`src/rtl/mult_div_unit.sv`:
```
// mult_div_unit: iterative radix-2 multiply/divide engine for the HI/LO pair.
//   A start in IDLE latches the operands. PREP takes magnitudes. CALC runs one
//   bit per cycle for DATA_WIDTH cycles. FIX applies the sign correction and
//   registers the result. Done arrives DATA_WIDTH+3 edges after the start edge.
// Optional feature macro: MULT_DIV_SIGNED_EN
//   Defined:   signed_op selects two's-complement MULT/DIV.
//   Undefined: every operation is unsigned. Latency is the same either way.
// Ports:
//   CLK, RST                 rising-edge clock, async active-high reset
//   mult_start, div_start    start requests (multiply wins if both are high)
//   signed_op                signed operation select, latched with start
//   op_a, op_b               multiplicand/dividend, multiplier/divisor
//   hi_out, lo_out           product high/low, or remainder/quotient
//   busy                     operation in flight
//   mult_div_done            one-cycle completion pulse
//   div_by_zero              sticky flag, cleared by the next start
module mult_div_unit #(
  parameter int unsigned DATA_WIDTH = 32
) (
  input  logic                  CLK,
  input  logic                  RST,
  input  logic                  mult_start,
  input  logic                  div_start,
  input  logic                  signed_op,
  input  logic [DATA_WIDTH-1:0] op_a,
  input  logic [DATA_WIDTH-1:0] op_b,
  output logic [DATA_WIDTH-1:0] hi_out,
  output logic [DATA_WIDTH-1:0] lo_out,
  output logic                  busy,
  output logic                  mult_div_done,
  output logic                  div_by_zero
);

  localparam int unsigned W  = DATA_WIDTH;
  localparam int unsigned CW = $clog2(W + 1);

`ifdef MULT_DIV_SIGNED_EN
  localparam bit SIGNED_EN = 1'b1;
`else
  localparam bit SIGNED_EN = 1'b0;
`endif

  typedef enum logic [1:0] {IDLE, PREP, CALC, FIX} state_t;

  state_t        state;
  logic          is_div;
  logic          sgn_op;
  logic          neg_res;
  logic          neg_rem;
  logic [W-1:0]  a_reg;
  logic [W-1:0]  b_reg;
  logic [W-1:0]  mag;      // multiplicand or divisor magnitude
  logic [W-1:0]  acc_hi;   // product high half / partial remainder
  logic [W-1:0]  acc_lo;   // multiplier, then product low / dividend, then quotient
  logic [CW-1:0] cnt;

  logic          signed_req;
  logic [W-1:0]  mag_a;
  logic [W-1:0]  mag_b;
  logic [W:0]    mul_sum;
  logic [W:0]    div_shift;
  logic [W:0]    div_diff;
  logic [2*W-1:0] prod;
  logic [2*W-1:0] prod_fix;
  logic [W-1:0]  quo_fix;
  logic [W-1:0]  rem_fix;

  assign signed_req = signed_op & SIGNED_EN;

  // Datapath for one iteration and for the final sign correction
  always_comb begin
    mag_a     = (sgn_op && a_reg[W-1]) ? (W'(0) - a_reg) : a_reg;
    mag_b     = (sgn_op && b_reg[W-1]) ? (W'(0) - b_reg) : b_reg;
    mul_sum   = {1'b0, acc_hi} + (acc_lo[0] ? {1'b0, mag} : (W+1)'(0));
    div_shift = {acc_hi, acc_lo[W-1]};
    div_diff  = div_shift - {1'b0, mag};
    prod      = {acc_hi, acc_lo};
    prod_fix  = neg_res ? ((2*W)'(0) - prod) : prod;
    quo_fix   = neg_res ? (W'(0) - acc_lo) : acc_lo;
    rem_fix   = neg_rem ? (W'(0) - acc_hi) : acc_hi;
  end

  // Sequence controller and result registers
  always_ff @(posedge CLK or posedge RST) begin
    if (RST) begin
      state         <= IDLE;
      is_div        <= 1'b0;
      sgn_op        <= 1'b0;
      neg_res       <= 1'b0;
      neg_rem       <= 1'b0;
      a_reg         <= '0;
      b_reg         <= '0;
      mag           <= '0;
      acc_hi        <= '0;
      acc_lo        <= '0;
      cnt           <= '0;
      hi_out        <= '0;
      lo_out        <= '0;
      busy          <= 1'b0;
      mult_div_done <= 1'b0;
      div_by_zero   <= 1'b0;
    end else begin
      mult_div_done <= 1'b0;
      case (state)
        IDLE: begin
          if (mult_start || div_start) begin
            is_div      <= ~mult_start;
            sgn_op      <= signed_req;
            a_reg       <= op_a;
            b_reg       <= op_b;
            div_by_zero <= 1'b0;
            busy        <= 1'b1;
            state       <= PREP;
          end
        end
        PREP: begin
          if (is_div) begin
            mag    <= mag_b;
            acc_lo <= mag_a;
          end else begin
            mag    <= mag_a;
            acc_lo <= mag_b;
          end
          acc_hi  <= '0;
          neg_res <= sgn_op & (a_reg[W-1] ^ b_reg[W-1]);
          neg_rem <= sgn_op & a_reg[W-1];
          cnt     <= CW'(W);
          state   <= CALC;
        end
        CALC: begin
          if (is_div) begin
            // Restoring step: keep the difference only when it did not borrow
            if (!div_diff[W]) begin
              acc_hi <= div_diff[W-1:0];
              acc_lo <= {acc_lo[W-2:0], 1'b1};
            end else begin
              acc_hi <= div_shift[W-1:0];
              acc_lo <= {acc_lo[W-2:0], 1'b0};
            end
          end else begin
            acc_hi <= mul_sum[W:1];
            acc_lo <= {mul_sum[0], acc_lo[W-1:1]};
          end
          cnt <= cnt - CW'(1);
          if (cnt == CW'(1)) state <= FIX;
        end
        FIX: begin
          if (is_div) begin
            if (b_reg == '0) begin
              hi_out      <= a_reg;
              lo_out      <= '1;
              div_by_zero <= 1'b1;
            end else begin
              hi_out <= rem_fix;
              lo_out <= quo_fix;
            end
          end else begin
            hi_out <= prod_fix[2*W-1:W];
            lo_out <= prod_fix[W-1:0];
          end
          mult_div_done <= 1'b1;
          busy          <= 1'b0;
          state         <= IDLE;
        end
        default: state <= IDLE;
      endcase
    end
  end

endmodule

```
`config.mk`:
```
export PLATFORM = sky130hd
export DESIGN_NAME = mult_div_unit
export DESIGN_NICKNAME = d
export VERILOG_FILES = /design/src/rtl/mult_div_unit.sv
export SDC_FILE = /design/constraint.sdc
export NUM_CORES = 1
export LEC_CHECK = 0
export BUFFER_PORTS_ARGS = -buffer_cell sky130_fd_sc_hd__buf_2
export CAP_MARGIN = 5
export CELL_PAD_IN_SITES_DETAIL_PLACEMENT = 0
export CELL_PAD_IN_SITES_GLOBAL_PLACEMENT = 2
export CORE_ASPECT_RATIO = 1.5
export CORE_MARGIN = 4
export CORE_UTILIZATION = 30
export DETAILED_ROUTE_END_ITERATION = 10
export PLACE_DENSITY = 0.69
export SYNTH_ARGS = -nofsm -noshare
export SYNTH_HDL_FRONTEND = slang
export SYNTH_SLANG_ARGS = --single-unit
```
`constraint.sdc`:
```
create_clock -name CLK -period 9 [get_ports CLK]
set_input_delay 1.8 -clock CLK [delete_from_list [all_inputs] [get_ports CLK]]
set_output_delay 1.8 -clock CLK [all_outputs]
set_load 0.01 [all_outputs]
```
; Word-level counts from Yosys, hierarchy flattened
; Index checks and enable logic that the tools add are counted.
; Widths: inputs -> output; s select.
[totals]
out_inout_bits = 67
reg_bits = 236
[classes]
n_bitwise = 1
n_mux = 24
reduce_logical = 9
add_sub_neg = 3
n_eq_ne = 8
[ops]
columns = operator, count
row1 = $mux 32, 10
row2 = $pmux 32 s2, 2
row3 = $add 32x32->33, 1
row4 = $sub 33x32->33, 1
row5 = $logic_not 32->1, 1
row6 = $pmux 6 s2, 1
row7 = $ne 2x2->1 const B, 4
row8 = $pmux 2 s4, 1
row9 = $eq 6x1->1 const B, 1
row10 = $mux 1, 6
row11 = $reduce_and 2->1, 3
row12 = $sub 6x1->6 const B, 1
row13 = $eq 2x2->1 const B, 2
row14 = $mux 2, 2
row15 = $pmux 1 s2, 2
row16 = $reduce_and 4->1, 1
row17 = $reduce_bool 2->1, 2
row18 = $eq 2x1->1 const B, 1
row19 = $logic_not 2->1, 1
row20 = $logic_or 1x1->1, 1
row21 = $not 1->1, 1

; Depth between registers and ports, before layout
[logic_depth]
ltp_word = 4
mapped_depth = 13
depth_no_buf = 13

; Worst setup path before layout
; No wires, ideal clock.
[synth_path]
path_type = in2reg
start = in div_start
end = reg b_reg[10]
path_slack_ps = 5786
stages = 4
setup_time_ps = 125
required_time_ps = 8875
n_path_buf = 2
arrival_time_ps = 3090
path_cell_list = o21ai_1 -> clkbuf_1 -> buf_1 -> mux2_2
[synth_via]
elab_chain_len = 2
[synth_lines]
columns = item, line_no
row1 = "start, declared", 23  ; input logic div_start,
row2 = $logic_or 1x1->1, 106  ; if (mult_start || div_start) begin
row3 = $reduce_and 2->1 (no line), -
row4 = "end signal, assigned", 110  ; b_reg <= op_b;
row5 = "end, declared", 51  ; logic [W-1:0] b_reg;
; No other way between the ends.
; A chain may end at the register's enable or synchronous reset.

; Worst setup path after layout
[layout_path]
start = reg acc_lo[0]
end = reg acc_hi[29]
[layout_via]
elab_chain_len = 4
[layout_lines]
columns = item, line_no
row1 = "start, declared", 54  ; logic [W-1:0] acc_lo;
row2 = "start signal, assigned", 119  ; acc_lo <= mag_a;
row3 = "start signal, assigned", 122  ; acc_lo <= mag_b;
row4 = "start signal, assigned", 135  ; acc_lo <= {acc_lo[W-2:0], 1'b1};
row5 = $mux 32, 74  ; mul_sum = {1'b0, acc_hi} + (acc_lo[0] ? {1'b0, mag} : (W+1)'(0));
row6 = $add 32x32->33, 74
row7 = $mux 32, 131  ; if (is_div) begin
row8 = $pmux 32 s2, 104  ; case (state)
row9 = "end signal, assigned", 134  ; acc_hi <= div_diff[W-1:0];
row10 = "end signal, assigned", 137  ; acc_hi <= div_shift[W-1:0];
row11 = "end signal, assigned", 141  ; acc_hi <= mul_sum[W:1];
row12 = "end, declared", 53  ; logic [W-1:0] acc_hi;
; No other way between the ends.

==> metrics.txt <==
status=complete, no violations; Initial Utilization=0.303; fin nets=around 1700; vias in the first global route=~12000; DP Wirelength=between 30000 and 40000 µm; Overflow after GRT=0; antenna cell count=0; post-layout minimum cycle time=4.24 ns; Area after DPL=between 15000 and 20000 µm²; gp weighted congestion=about 0.83; Slew headroom=0.247; Area Growth Syn to Fin=14.6%; Leak Pwr=7.47 nW; flops & latches, synth=approximately 240; crit path max fanout=21; CTS root buf=clkbuf_16; worst r2r path cells=14; Iteration-0 DRC Markers=slightly below 600; # hold bufs at CTS=0; setup tns final=0 ns; top_reg_cell synth=dfrtp_1; Pins Over Slew Limit=0; GRT Total Usage=0.172; most frequent cells in the layout=nor2_1, dfrtp_1, a21oi_1; layout cell share with drive strength beyond 1=0.193; die area=slightly above 50000 µm²; Die Span Y=277 µm; VDD IR max=approximately 0.00019 V; syn nets=roughly 1600; DRC viols=0; Yosys warnings=0; TritonCTS clock tree=built; fillers=between 4000 and 5000; post-CTS setup buffers=0; crit start category=flop; min-delay worst type=reg -> reg; sequential area share after synthesis=0.408; Worst Path Arrival=4.67 ns; Setup crit end kind=flop; Avg Vias per Cell=about 5.2; DIE WIDTH=187 µm; worst slew pin tran=1.13 ns; WHS=~0.52 ns; global-route wire length before repair=just over 70000 µm; most common cell after layout, fill and taps aside=nor2_1; Clock Skews=roughly 0.013 ns; worst reg2reg path startpoint=acc_lo[0]$_DFFE_PP0P_; post-route cell area=16600 µm²; Vias=11500; Synth Instances=between 1000 and 1500; Core Area=47700 µm²; num rows=about 100; synthesized area=approximately 14000 µm²; FMAX=236 MHz; H-tree Lvls=1; CTS sink count=approximately 240; Req. time, crit path=roughly 9.4 ns; Yosys cell types=70; fraction of registers with async set/reset=1.00; RR Endpoint=acc_hi[29]$_DFFE_PP0P_; Max-cap violations=0; CTS clk-pin slew, worst paths=about 0.060 ns; TritonCTS Buffers=25; number of synthesized flops with an enable pin=0; largest net degree at the start of global routing=102; post-route ant nets=0; Total Wirelength=around 45000 µm; PostCTS Resize Cnt=0; clock latency at the later pin of the worst-skew pair=between 0.5 and 0.6 ns; Setup crit start=acc_lo[0]$_DFFE_PP0P_; CP endpoint=acc_hi[29]$_DFFE_PP0P_; DRT Pass-1 Iters=5; RSZ-0062 raised after global routing=false; IO buf count=about 130; Top Ports=between 100 and 150; initial antenna violation count=0; critical path type=reg -> reg; setup slack, reg-to-reg=roughly 4.8 ns; clock buffer depth=3; Mapped Avg Cell Area=slightly below 10 µm²; final setup fails=0; Hold Violations, Final=0; crit share post-route=0.471; routed wire length per instance=roughly 20 µm; PD cells=412 nW/µm²
-- power breakdown --
group	leakage, nW	internal (mW)	switching [mW]
clock	0.413	0.623	0.454
sequential	2.77	1.58	0.560
combinational	4.28	1.55	2.06
-- per-layer routing --
layer	track usage	vias up	part of all wire
li1	-	5584	-
met4	0.0357	0	0.016
met3	0.0160	49	0.027
met1	0.233	5715	0.46
met5	0	-	0
met2	0.299	180	0.50
-- worst min path at each step --
| stage | from | endpoint | slack [ns] | cells past startpoint |
|---|---|---|---|---|
| after floorplan | cnt[4]$_DFFE_PP0P_ | cnt[4]$_DFFE_PP0P_ | 0.48 | 1 |
| after global placement | cnt[4]$_DFFE_PP0P_ | cnt[4]$_DFFE_PP0P_ | 0.50 | 1 |
| after detailed placement | busy$_DFFE_PP0P_ | busy$_DFFE_PP0P_ | 0.50 | 2 |
| after CTS | cnt[4]$_DFFE_PP0P_ | cnt[4]$_DFFE_PP0P_ | 0.53 | 1 |
| after global routing | div_by_zero$_DFFE_PP0P_ | div_by_zero$_DFFE_PP0P_ | 0.55 | 2 |
| final | lo_out[6]$_DFFE_PP0P_ | lo_out[6]$_DFFE_PP0P_ | 0.52 | 2 |
-- synthesized netlist by cell type (6+ instances only) --
library cell	instances	area share
clkbuf_1	50	0.013
ha_1	70	0.061
or3_1	6	0.0026
mux4_2	32	0.050
a211oi_1	12	0.0062
nand3_1	14	0.0048
and3_1	15	0.0065
nor2b_1	7	0.0030
o21bai_1	7	0.0036
o21a_1	11	0.0057
inv_1	59	0.015
xor2_1	16	0.0097
nor2_1	262	0.068
buf_1	13	0.0034
o21ai_0	40	0.014
a21o_1	29	0.015
mux2i_1	83	0.057
buf_2	11	0.0038
a31oi_1	9	0.0039
nor4_1	9	0.0039
a21oi_1	161	0.056
nand2_1	67	0.017
o21ai_1	7	0.0024
nor3_1	9	0.0031
o221ai_1	17	0.010
dfrtp_1	236	0.41
mux2_2	68	0.053
nand4_1	6	0.0026
and2_1	42	0.018
xnor2_1	28	0.017
o31ai_1	6	0.0031
a221o_1	10	0.0069
a211o_1	6	0.0036
nand2b_1	11	0.0048
-- cell type report --
cell class / instances / area [µm²] / share of cell area
multi-input cells: 1127 / 8050 / 0.486
clock inverters: 12 / 146 / 0.00884
clock buffers: 32 / 682 / 0.0412
flip-flops and latches: 236 / 5910 / 0.357
well taps: 600 / 751 / 0.0453
repair buffers: 151 / 798 / 0.0482
inverters: 59 / 229 / 0.0138
-- logic make-up (layout without fill, tap and decap cells) --
kind of cell,after synthesis,count (layout),share of synthesized area
buffers and inverters,136,254,0.0373
AOI/OAI and AO/OA,365,365,0.162
DFF,236,236,0.408
muxes,183,183,0.160
adders and majority gates,72,72,0.0633
xor gates and xnor gates,44,44,0.0266
and+or+nand+nor,463,463,0.143
-- critical path, stage by stage, from the launching register on --
cell and delay, ns:
dfrtp_1 0.66, buf_4 0.35, and2_1 0.16, ha_1 0.16, inv_1 0.06, fa_1 0.40
nand2b_1 0.22, a21oi_1 0.34, o31ai_1 0.20, a21oi_1 0.29, o211ai_1 0.27, a21oi_1 0.37
o2111ai_1 0.22, and3_1 0.22, o31ai_1 0.22
-- per-stage QoR --
| stage | power (mW) | setup slack (ns) | instances | util |
|---|---|---|---|---|
| after global routing | 7.40 | 4.33 | 2217 | 0.347 |
| after detailed placement | 5.79 | 4.75 | 2173 | 0.330 |
| after floorplan | 4.64 | 0.725 | 1499 | - |
| after CTS | 6.91 | 4.67 | 2217 | 0.347 |
| after global placement | 5.75 | 4.72 | 2173 | 0.330 |
| final | 6.83 | 4.76 | 2217 | 0.347 |
No activity file was read; power rests on OpenSTA's default activity.
